<file path="config.mk">
export PLATFORM = sky130hd
export DESIGN_NAME = booth_r4_seq_mult
export DESIGN_NICKNAME = d
export VERILOG_FILES = /design/src/rtl/booth_r4_pkg.sv /design/src/rtl/booth_r4_step.sv /design/src/rtl/booth_r4_seq_mult.sv
export SDC_FILE = /design/constraint.sdc
export NUM_CORES = 1
export LEC_CHECK = 0
export ABC_AREA = 1
export CORE_ASPECT_RATIO = 2
export CORE_MARGIN = 10
export CORE_UTILIZATION = 48
export CTS_BUF_LIST = sky130_fd_sc_hd__clkbuf_16
export CTS_CLUSTER_SIZE = 20
export DETAILED_ROUTE_END_ITERATION = 10
export PLACE_DENSITY_LB_ADDON = 0.05
export SLEW_MARGIN = 15
export SYNTH_ARGS = -nofsm -noshare
export SYNTH_HDL_FRONTEND = slang
export SYNTH_HIERARCHICAL = 1
export SYNTH_SLANG_ARGS = --single-unit
</file>
<file path="constraint.sdc">
create_clock -name clk_i -period 2.23 [get_ports clk_i]
set_input_delay 0.3345 -clock clk_i [delete_from_list [all_inputs] [get_ports clk_i]]
set_output_delay 0.3345 -clock clk_i [all_outputs]
set_load 0.03 [all_outputs]
</file>
<file path="src/rtl/booth_r4_pkg.sv">
// Shared types, state encodings and Booth window decode for the radix-4 sequential multiplier.
package booth_r4_pkg;

  localparam int unsigned DEFAULT_WIDTH = 8;
  localparam int unsigned ITER_COUNT    = DEFAULT_WIDTH / 2;

  localparam logic [1:0] ST_IDLE = 2'd0;
  localparam logic [1:0] ST_CALC = 2'd1;
  localparam logic [1:0] ST_DONE = 2'd2;

  // Window is {b[2i+1], b[2i], b[2i-1]}
  localparam logic [2:0] BOOTH_ZERO_P = 3'b000;
  localparam logic [2:0] BOOTH_POS_1A = 3'b001;
  localparam logic [2:0] BOOTH_POS_1B = 3'b010;
  localparam logic [2:0] BOOTH_POS_2  = 3'b011;
  localparam logic [2:0] BOOTH_NEG_2  = 3'b100;
  localparam logic [2:0] BOOTH_NEG_1A = 3'b101;
  localparam logic [2:0] BOOTH_NEG_1B = 3'b110;
  localparam logic [2:0] BOOTH_ZERO_N = 3'b111;

  typedef struct packed {
    logic zero;
    logic dbl;
    logic neg;
  } booth_ctrl_t;

  // neg follows the window MSB; for 111 the inverted zero plus carry-in still sums to zero
  function automatic booth_ctrl_t booth_decode(input logic [2:0] win);
    booth_ctrl_t ctrl;
    ctrl.zero = (win == BOOTH_ZERO_P) || (win == BOOTH_ZERO_N);
    ctrl.dbl  = (win == BOOTH_POS_2) || (win == BOOTH_NEG_2);
    ctrl.neg  = win[2];
    return ctrl;
  endfunction

endpackage

</file>
<file path="src/rtl/booth_r4_step.sv">
// One radix-4 Booth accumulation step: hi + {0, +-A, +-2A} over WIDTH+2 bits.
module booth_r4_step
  import booth_r4_pkg::*;
#(
  parameter int unsigned WIDTH = DEFAULT_WIDTH
) (
  input  logic [WIDTH-1:0] a,
  input  logic [2:0]       window,
  input  logic [WIDTH+1:0] hi,
  output logic [WIDTH+1:0] sum_c
);

  localparam int unsigned HI_W = WIDTH + 2;

  booth_ctrl_t     ctrl;
  logic [HI_W-1:0] pp_mag;
  logic [HI_W-1:0] pp;

  assign ctrl = booth_decode(window);

  always_comb begin
    pp_mag = '0;
    if (!ctrl.zero) begin
      pp_mag = ctrl.dbl ? {a[WIDTH-1], a, 1'b0} : {{2{a[WIDTH-1]}}, a};
    end
    pp    = ctrl.neg ? ~pp_mag : pp_mag;
    sum_c = hi + pp + HI_W'(ctrl.neg);
  end

endmodule

</file>
<file path="src/rtl/booth_r4_seq_mult.sv">
// Sequential radix-4 Booth signed multiplier: valid/ready in, WIDTH/2 recode steps, valid/ready out.
module booth_r4_seq_mult
  import booth_r4_pkg::*;
#(
  parameter int unsigned WIDTH = DEFAULT_WIDTH
) (
  input  logic                 clk_i,
  input  logic                 rst_i,
  input  logic                 in_valid_i,
  output logic                 in_ready_o,
  input  logic [WIDTH-1:0]     data1_i,
  input  logic [WIDTH-1:0]     data2_i,
  output logic                 out_valid_o,
  input  logic                 out_ready_i,
  output logic [2*WIDTH-1:0]   result_o
);

  localparam int unsigned ITERS = WIDTH / 2;
  localparam int unsigned CNT_W = $clog2(ITERS);
  localparam int unsigned HI_W  = WIDTH + 2;
  localparam int unsigned ACC_W = HI_W + WIDTH;

  logic [1:0]           state_q;
  logic [1:0]           state_d;
  logic [CNT_W-1:0]     cnt_q;
  logic [WIDTH-1:0]     a_q;
  logic [HI_W-1:0]      hi_q;
  logic [WIDTH-1:0]     lo_q;
  logic                 bm1_q;
  logic [2*WIDTH-1:0]   result_q;
  logic                 out_valid_q;
  logic                 in_ready_q;

  logic                 last_iter;
  logic [HI_W-1:0]      step_sum;
  logic signed [ACC_W-1:0] acc_sh;

  assign last_iter = (cnt_q == CNT_W'(ITERS - 1));

  booth_r4_step #(
    .WIDTH (WIDTH)
  ) u_step (
    .a      (a_q),
    .window ({lo_q[1:0], bm1_q}),
    .hi     (hi_q),
    .sum_c  (step_sum)
  );

  // Arithmetic shift of {hi, multiplier} by one Booth digit
  assign acc_sh = $signed({step_sum, lo_q}) >>> 2;

  // State register
  always_ff @(posedge clk_i) begin
    if (rst_i) begin
      state_q <= ST_IDLE;
    end else begin
      state_q <= state_d;
    end
  end

  // Next-state logic
  always_comb begin
    state_d = state_q;
    case (state_q)
      ST_IDLE: if (in_valid_i)  state_d = ST_CALC;
      ST_CALC: if (last_iter)   state_d = ST_DONE;
      ST_DONE: if (out_ready_i) state_d = ST_IDLE;
      default: state_d = ST_IDLE;
    endcase
  end

  // Handshake flags track the upcoming state so they are valid from the first cycle of each state
  always_ff @(posedge clk_i) begin
    if (rst_i) begin
      in_ready_q  <= 1'b1;
      out_valid_q <= 1'b0;
    end else begin
      in_ready_q  <= (state_d == ST_IDLE);
      out_valid_q <= (state_d == ST_DONE);
    end
  end

  // Operand latch, accumulator, iteration counter and result register
  always_ff @(posedge clk_i) begin
    if (rst_i) begin
      cnt_q    <= '0;
      a_q      <= '0;
      hi_q     <= '0;
      lo_q     <= '0;
      bm1_q    <= 1'b0;
      result_q <= '0;
    end else begin
      case (state_q)
        ST_IDLE: begin
          if (in_valid_i) begin
            a_q   <= data1_i;
            lo_q  <= data2_i;
            hi_q  <= '0;
            bm1_q <= 1'b0;
            cnt_q <= '0;
          end
        end
        ST_CALC: begin
          hi_q  <= acc_sh[ACC_W-1:WIDTH];
          lo_q  <= acc_sh[WIDTH-1:0];
          bm1_q <= lo_q[1];
          cnt_q <= cnt_q + CNT_W'(1);
          if (last_iter) begin
            result_q <= acc_sh[2*WIDTH-1:0];
          end
        end
        default: ;
      endcase
    end
  end

  assign in_ready_o  = in_ready_q;
  assign out_valid_o = out_valid_q;
  assign result_o    = result_q;

endmodule

</file>
==> impl_results.rst, run 1 <==
.. list-table::
   :header-rows: 1

   * - Metric
     - Value
   * - Most frequent cell on the critical path
     - nand2_2
   * - Initial Utilization
     - 48.8%
   * - Standby leakage power
     - 1.57 nW
   * - Number of hold-slack violations in the final timing report
     - 0
   * - Top cells by instance count after synthesis
     - nand2_1, nor2_1, dfxtp_1
   * - Register clock-pin slew on the reported worst setup and hold paths
     - 0.06 ns
   * - Cell type with the largest total area after synthesis
     - dfxtp_1
   * - Worst clock skew on the final layout
     - 0.00203 ns
   * - Global-route wire length before repair
     - 11400 microns
   * - Deepest level of the CTS H-tree
     - 2
   * - Nature of the critical path startpoint
     - register
   * - Maximum fanout count along the critical path
     - 6
   * - CTS sink cnt
     - 47
   * - Worst Hold Class
     - reg2reg
   * - Number of nets in the layout
     - 437
   * - Worst-Margin Slew
     - 0.494 ns
   * - Fin crit share
     - 107%
   * - Number of setup violations in the final report
     - 11
   * - Die Span X
     - 70.9 microns
   * - Post-Place Cell Area
     - 3050 sq um
   * - Overall global routing resource usage
     - 16.2%
   * - Power per standard cell area
     - 635 nW/um^2
   * - Unrepaired setup endpoints after global routing
     - yes
   * - Gate Count Post-Synth
     - 342
   * - WP buf/inv
     - 1
   * - # diodes
     - 0
   * - Flop2flop setup slack
     - -0.15 ns
   * - Max-slew headroom
     - 67.0%
   * - Placer Congestion
     - 0.873
   * - DP HPWL
     - 5030 microns
   * - Crit path max-delay cell type
     - dfxtp_4
   * - Worst skew pair latency
     - 0.29 ns
   * - Full die area
     - 8640 sq um
   * - Port bufs
     - 37
   * - Post-synthesis net count
     - 372
   * - Final Worst Setup Slack
     - -0.145 ns
   * - Endpoint type of the worst setup path
     - register
   * - Critical path cell sequence
     - nand2_8, nand2_2, o21ai_1, buf_4, o211ai_1, xor2_1, ha_1, a21oi_2, a21boi_2, nand2_2, nand2_2, nand2_1, nand2_1, nand2_2, nor2_1, nor2_1
   * - Status
     - complete, but fails checks
   * - Synth top area share
     - 37.8%
   * - Critical path required time
     - 2.42 ns
   * - Sequential fraction of the synthesis area
     - 37.8%
   * - TritonCTS clock tree
     - built
   * - Worst endpoint data arrival time
     - 2.56 ns
   * - Start-to-end type of the worst setup path
     - reg2reg
   * - Overflow after GRT
     - 0
   * - Count of flip-flops with a built-in enable after synthesis
     - 0
   * - Share of final-layout standard cells stronger than drive strength 1
     - 22.9%
   * - Share of flip-flops with an asynchronous set or reset after synthesis
     - 0%
   * - Growth of design area from synthesis to finish
     - 36.9%
   * - Routed length per placed instance
     - 14.9 microns
   * - Pin count of the biggest net entering global routing
     - 31
   * - Number of synthesized register bits
     - 47
   * - Number of optimization iterations in the first detailed-route pass
     - 4
   * - Shortest clock period the worst path allows after layout
     - 2.38 ns
   * - Netlist area before placement
     - 2490 sq um
   * - Cts-stage hold buffer count
     - 0
   * - Last element of the critical path
     - result_o[15]$_SDFFE_PP0P_
   * - Cell area after layout
     - 3400 sq um
   * - Max IR drop VDD
     - 0.723 mV
   * - Maximum clock frequency
     - 421 MHz
   * - Via Count
     - 2383
   * - FF-to-FF path depth
     - 16
   * - Mean instance size in the synthesized netlist
     - 7.27 sq um
   * - Clock root cell
     - clkbuf_16
   * - Number of antenna violations at the first check in global routing
     - 0
   * - Top post-synthesis cells by area
     - dfxtp_1, nand2_1, nor2_1
   * - Longest Clk Path Bufs
     - 2
   * - Vias/cell
     - 5.12
   * - Via count of the first global-routing pass
     - 2429
   * - Worst R2R Start
     - bm1_q$_SDFFE_PP0P_
   * - Core Area
     - 5090 sq um
   * - Most frequent cell after synthesis
     - nand2_1
   * - Logic depth of the worst setup path including buffers
     - 16
   * - Number of synthesis warnings
     - 6
   * - CTS Buf Count
     - 5
   * - Most used flip-flop cell after synthesis
     - dfxtp_1
   * - CP startpoint
     - bm1_q$_SDFFE_PP0P_
   * - Max-cap violation count
     - 0
   * - Fin Setup TNS
     - -0.957 ns
   * - Post-Place Worst Slack
     - -0.278 ns
   * - Y dimension of the die
     - 122 microns
   * - Total routed wirelength
     - 6950 microns
   * - Std-Cell Rows
     - 37
   * - Post-detailed-route count of antenna-violating nets
     - 0
   * - Total DRC errors in the routed layout
     - 0
   * - I/O pin cnt
     - 38
   * - Failing checks
     - setup timing
   * - Distinct cells, synth
     - 31
   * - Final number of max-transition violations
     - 0
   * - Drt first-iter violations
     - 96
   * - Critical R2R Capture
     - result_o[15]$_SDFFE_PP0P_
   * - CP delay by family, top
     - simple AND/OR/NAND/NOR gates
   * - Slowest Stage Delay on Critical Path
     - 0.38 ns
[through the flow]
| step | total power [W] | hold slack (ns) | util (%) | instances |
|---|---|---|---|---|
| floorplan | 0.00114 | 0.397 | - | 342 |
| finish | 0.00216 | 0.474 | 66.9 | 465 |
| global placement | 0.00128 | 0.460 | 59.9 | 450 |
| CTS | 0.00216 | 0.477 | 65.5 | 464 |
| global route | 0.00225 | 0.497 | 66.9 | 465 |
| detailed placement | 0.00128 | 0.467 | 59.9 | 450 |
[state kept, by name, summed over array words and instances (netlist names)]
register	cells
a_q	8
bm1_q	1
cnt_q	2
hi_q	8
in_ready_o	1
lo_q	8
out_valid_o	1
result_o	16
state_q	2
[layout make-up]
type | count | area (sq um)
timing repair buffer | 67 | 596
tap | 58 | 72.6
clock buffer | 5 | 125
clock inverter | 2 | 37.5
multi-input combinational | 256 | 1500
sequential | 47 | 952
fill | 458 | 1690
inverter | 30 | 120
[report_power, final]
group | internal [W] | switching [W] | leakage [nW]
Combinational | 0.000181 | 0.000214 | 1.11
Sequential | 0.000874 | 0.0000388 | 0.385
Clock | 0.000523 | 0.000332 | 0.0759
[worst min path at each step]
| stage | start | cells after the start | slack, ns | end |
|---|---|---|---|---|
| floorplan | rst_i | 1 | 0.40 | hi_q[2]$_SDFFE_PP0P_ |
| global placement | hi_q[2]$_SDFFE_PP0P_ | 2 | 0.46 | hi_q[2]$_SDFFE_PP0P_ |
| detailed placement | cnt_q[1]$_SDFFE_PP0P_ | 2 | 0.47 | cnt_q[1]$_SDFFE_PP0P_ |
| CTS | cnt_q[1]$_SDFFE_PP0P_ | 2 | 0.48 | cnt_q[1]$_SDFFE_PP0P_ |
| global route | cnt_q[1]$_SDFFE_PP0P_ | 2 | 0.50 | cnt_q[1]$_SDFFE_PP0P_ |
| finish | cnt_q[1]$_SDFFE_PP0P_ | 2 | 0.47 | cnt_q[1]$_SDFFE_PP0P_ |
[worst register-to-register path, stage by stage (launching register included)]
cell      delay, ns
dfxtp_4        0.38
nand2_8        0.10
nand2_2        0.06
o21ai_1        0.08
buf_4          0.16
o211ai_1       0.11
xor2_1         0.18
ha_1           0.34
a21oi_2        0.16
a21boi_2       0.18
nand2_2        0.11
nand2_2        0.08
nand2_1        0.05
nand2_1        0.07
nand2_2        0.06
nor2_1         0.10
nor2_1         0.05
[kinds of logic (layout without fill, tap and decap cells)]
| kind of cell | count (synthesis) | in the layout | share of synthesized area (%) |
|---|---|---|---|
| compound gates | 56 | 57 | 13.7 |
| xor+xnor | 13 | 13 | 4.58 |
| fa+ha+maj | 10 | 10 | 5.33 |
| buf+inv | 40 | 104 | 7.60 |
| flops | 47 | 47 | 37.8 |
| simple gates | 176 | 176 | 30.9 |
[cell usage in the layout (no fill, tap or decap), types with 12 or more instances in the layout]
master and n:
inv_1 26, nand2_1 59, buf_4 30, nor2_1 61, nand3_1 24, dfxtp_1 44, nand2_2 17, o21ai_0 27
clkdlybuf4s50_1 37, a21oi_2 12
[timing repair]
item,4_1_cts,5_1_grt
gates resized for setup,17,14
setup buffers,6,1
cloned,1,0
endpoints found under the setup margin,16,16
hold endpoints to repair,0,0
pin swaps,10,21
[routing by layer]
metal	GRT usage [%]	part of all wire (%)
met3	2.85	3.1
met1	16.3	38
met4	8.27	2.5
met2	30.6	56
met5	0	0
Note: power is estimated with default switching activity, not from simulation.
==> run 2, diff against run 1 <==
--- a/config.mk
+++ b/config.mk
@@ -12,6 +12,7 @@
 export CTS_BUF_LIST = sky130_fd_sc_hd__clkbuf_16
 export CTS_CLUSTER_SIZE = 20
 export DETAILED_ROUTE_END_ITERATION = 10
+export GPL_TIMING_DRIVEN = 0
 export PLACE_DENSITY_LB_ADDON = 0.05
 export SLEW_MARGIN = 15
 export SYNTH_ARGS = -nofsm -noshare
==> run 2 against run 1 <==
  * The run still ends with setup timing left
  * Largest power group unchanged
  * Worst setup slack worse by 0.11 ns
  * Power shrank 1.7%
  * Die area is the same
  * Combinational power fell by 6.8%
  * Critical path depth increased by 1
  * Wire length shrank 6.0%
==> impl_results.rst, run 2 (same netlist as run 1, synthesis figures left out) <==
.. list-table::
   :header-rows: 1

   * - Metric
     - Value
   * - Commonest cells after routing, fill and taps aside
     - nand2_1, nor2_1, dfxtp_1, clkdlybuf4s50_1, o21ai_0
   * - Register clock-pin slew on the reported worst setup and hold paths
     - 0.06 ns (about the same)
   * - Full die area
     - 8640 sq um (unchanged)
   * - Worst clock skew on the final layout
     - 0.00464 ns (+0.00261 ns)
   * - Pin count of the biggest net entering global routing
     - 15 (-52%)
   * - Clock root cell
     - clkbuf_16
   * - # diodes
     - 0 (unchanged)
   * - CTS Buf Count
     - 5 (unchanged)
   * - Share of final-layout standard cells stronger than drive strength 1
     - 20.0% (-2.9 points)
   * - TritonCTS clock tree
     - built
   * - Crit path max-delay cell type
     - dfxtp_4
   * - Max IR drop VDD
     - 0.613 mV (-15%)
   * - I/O pin cnt
     - 38 (unchanged)
   * - Maximum fanout count along the critical path
     - 5 (-1)
   * - Critical path required time
     - 2.38 ns (-0.04 ns)
   * - Worst Hold Class
     - reg2reg
   * - Overall global routing resource usage
     - 15.4% (-0.80 points)
   * - Nature of the critical path startpoint
     - register
   * - Initial Utilization
     - 48.8% (unchanged)
   * - Final worst hold slack
     - 0.467 ns (-0.00753 ns)
   * - DP HPWL
     - 4910 microns (-2.3%)
   * - Worst-Margin Slew
     - 0.603 ns (+0.109 ns)
   * - Slowest Stage Delay on Critical Path
     - 0.37 ns (about the same)
   * - Number of cells in the finished layout apart from fillers
     - 453 (-2.6%)
   * - Unrepaired setup endpoints after global routing
     - yes
   * - Post-detailed-route count of antenna-violating nets
     - 0 (unchanged)
   * - Maximum clock frequency
     - 403 MHz (-4.2%)
   * - CTS sink cnt
     - 47 (unchanged)
   * - Status
     - complete, but fails checks
   * - Cts-stage hold buffer count
     - 0 (unchanged)
   * - Deepest level of the CTS H-tree
     - 2 (unchanged)
   * - Most frequent cell on the critical path
     - nand2_2
   * - GR Util met3
     - 2.60% (-0.24 points)
   * - Number of setup violations in the final report
     - 14 (+3)
   * - Global-route wire length before repair
     - 11000 microns (-3.3%)
   * - Worst endpoint data arrival time
     - 2.63 ns (+0.07 ns)
   * - Y dimension of the die
     - 122 microns (unchanged)
   * - Longest Clk Path Bufs
     - 2 (unchanged)
   * - Endpoint type of the worst setup path
     - register
   * - Shortest clock period the worst path allows after layout
     - 2.48 ns (+0.105 ns)
   * - Sum of internal, switching and leakage power
     - 0.00213 W (-1.7%)
   * - Std-Cell Rows
     - 37 (unchanged)
   * - Critical path cell sequence
     - nor2_4, nand2_2, o21ai_4, buf_6, nand2_1, o211ai_1, xor2_1, ha_1, a21oi_1, a21boi_2, nand2_2, nand2_2, nand2_1, nand2_1, nand2_2, nand2_2, a21oi_2
   * - Via Count
     - 2321 (-2.6%)
   * - Max-cap violation count
     - 0 (unchanged)
   * - Max-slew headroom
     - 59.8% (-7.2 points)
   * - Port bufs
     - 36 (-2.7%)
   * - Number of flip-flops in the largest register
     - 16 (unchanged)
   * - Total routed wirelength
     - 6540 microns (-6.0%)
   * - Routed length per placed instance
     - 14.4 microns (-3.5%)
   * - Global-route layer with the greatest usage
     - met2
   * - Overflow after GRT
     - 0 (unchanged)
   * - Vias/cell
     - 5.12 (about the same)
   * - Placer Congestion
     - 0.852 (-2.3%)
   * - Final number of max-transition violations
     - 0 (unchanged)
   * - Post-placement cell count
     - 436 (-3.1%)
   * - Number of optimization iterations in the first detailed-route pass
     - 4 (unchanged)
   * - Die Span X
     - 70.9 microns (unchanged)
   * - Growth of design area from synthesis to finish
     - 33.0%
   * - Number of hold-slack violations in the final timing report
     - 0 (unchanged)
   * - Drt first-iter violations
     - 148 (+54%)
   * - Via count of the first global-routing pass
     - 2409 (-0.82%)
   * - Power per standard cell area
     - 643 nW/um^2 (+1.1%)
   * - Number of nets in the layout
     - 424 (-3.0%)
   * - Met1 GRT Util
     - 15.5% (-0.84 points)
   * - Final Worst Setup Slack
     - -0.250 ns (-0.105 ns)
   * - Grt met2 use
     - 29.0% (-1.6 points)
   * - Start-to-end type of the worst setup path
     - reg2reg
   * - Core Area
     - 5090 sq um (unchanged)
   * - Worst skew pair latency
     - 0.29 ns (about the same)
   * - Total DRC errors in the routed layout
     - 0 (unchanged)
   * - Number of antenna violations at the first check in global routing
     - 0 (unchanged)
   * - Fin crit share
     - 111% (+4.7 points)
   * - Fillcell total
     - 454 (-0.87%)
   * - Standby leakage power
     - 1.50 nW (-4.1%)
   * - Failing checks
     - setup timing
-- run 2: per-stage QoR --
stage / setup slack, ns / util, % / setup TNS [ns] / cell area, sq um
2_1_floorplan: 0.00915 / - / 0 / 2500
3_3_place_gp: -0.280 / 57.6 / -2.63 / 2940
3_5_place_dp: -0.285 / 57.6 / -2.74 / 2940
4_1_cts: -0.164 / 63.6 / -1.09 / 3240
5_1_grt: -0.393 / 65.0 / -4.05 / 3310
6_report: -0.250 / 65.0 / -2.15 / 3310
-- run 2: where the power goes --
group          total (W)  internal, W  switching, W
sequential      0.000914     0.000874     0.0000403
combinational   0.000368     0.000161      0.000207
clock           0.000844     0.000523      0.000321
total            0.00213      0.00156      0.000568
-- run 2: worst paths after layout --
check	startpoint	to	slack (ns)	cells past startpoint
max	lo_q[0]$_SDFFE_PP0P_	hi_q[8]$_SDFFE_PP0P_	-0.25	17
max reg2reg	lo_q[0]$_SDFFE_PP0P_	hi_q[8]$_SDFFE_PP0P_	-0.25	17
min	cnt_q[0]$_SDFFE_PP0P_	cnt_q[0]$_SDFFE_PP0P_	0.47	1
min reg2reg	cnt_q[0]$_SDFFE_PP0P_	cnt_q[0]$_SDFFE_PP0P_	0.47	1
-- run 2: timing repair --
action                                  4_1_cts  5_1_grt
resized for setup                            21       14
pin swaps                                    23       22
setup buffers                                 7        1
endpoints found under the setup margin       14       16
gates cloned                                  1        0
-- run 2: layout make-up --
type / count / area, sq um / area share, %
buffer: 10 / 68.8 / 2.08
clock buffer: 5 / 125 / 3.78
sequential: 47 / 952 / 28.8
multi-input combinational: 255 / 1500 / 45.2
timing repair buffer: 45 / 435 / 13.2
inverter: 30 / 120 / 3.63
tap: 58 / 72.6 / 2.19
clock inverter: 3 / 38.8 / 1.17
-- run 2: critical path: cells and delay by family, from the launching register on --
kind                       cells  cell delay (ns)
DFF                            1             0.37
and+or+nand+nor                9             0.73
xor gates and xnor gates       1             0.21
adders and majority gates      1             0.30
AOI/OAI and AO/OA              5             0.59
buffers and inverters          1             0.15
-- run 2: metal layers --
layer  part of all wire (%)  vias up
li1                       -     1202
met1                     39     1054
met2                     54       52
met3                    3.3       13
met4                    3.4        0
met5                      0        -
==> run 3, diff against run 2 <==
--- a/config.mk
+++ b/config.mk
@@ -6,6 +6,7 @@
 export NUM_CORES = 1
 export LEC_CHECK = 0
 export ABC_AREA = 1
+export CAP_MARGIN = 40
 export CORE_ASPECT_RATIO = 2
 export CORE_MARGIN = 10
 export CORE_UTILIZATION = 48
==> results of run 3 <==
Same layout as run 2: the final DEF is identical, and so are final timing and power.
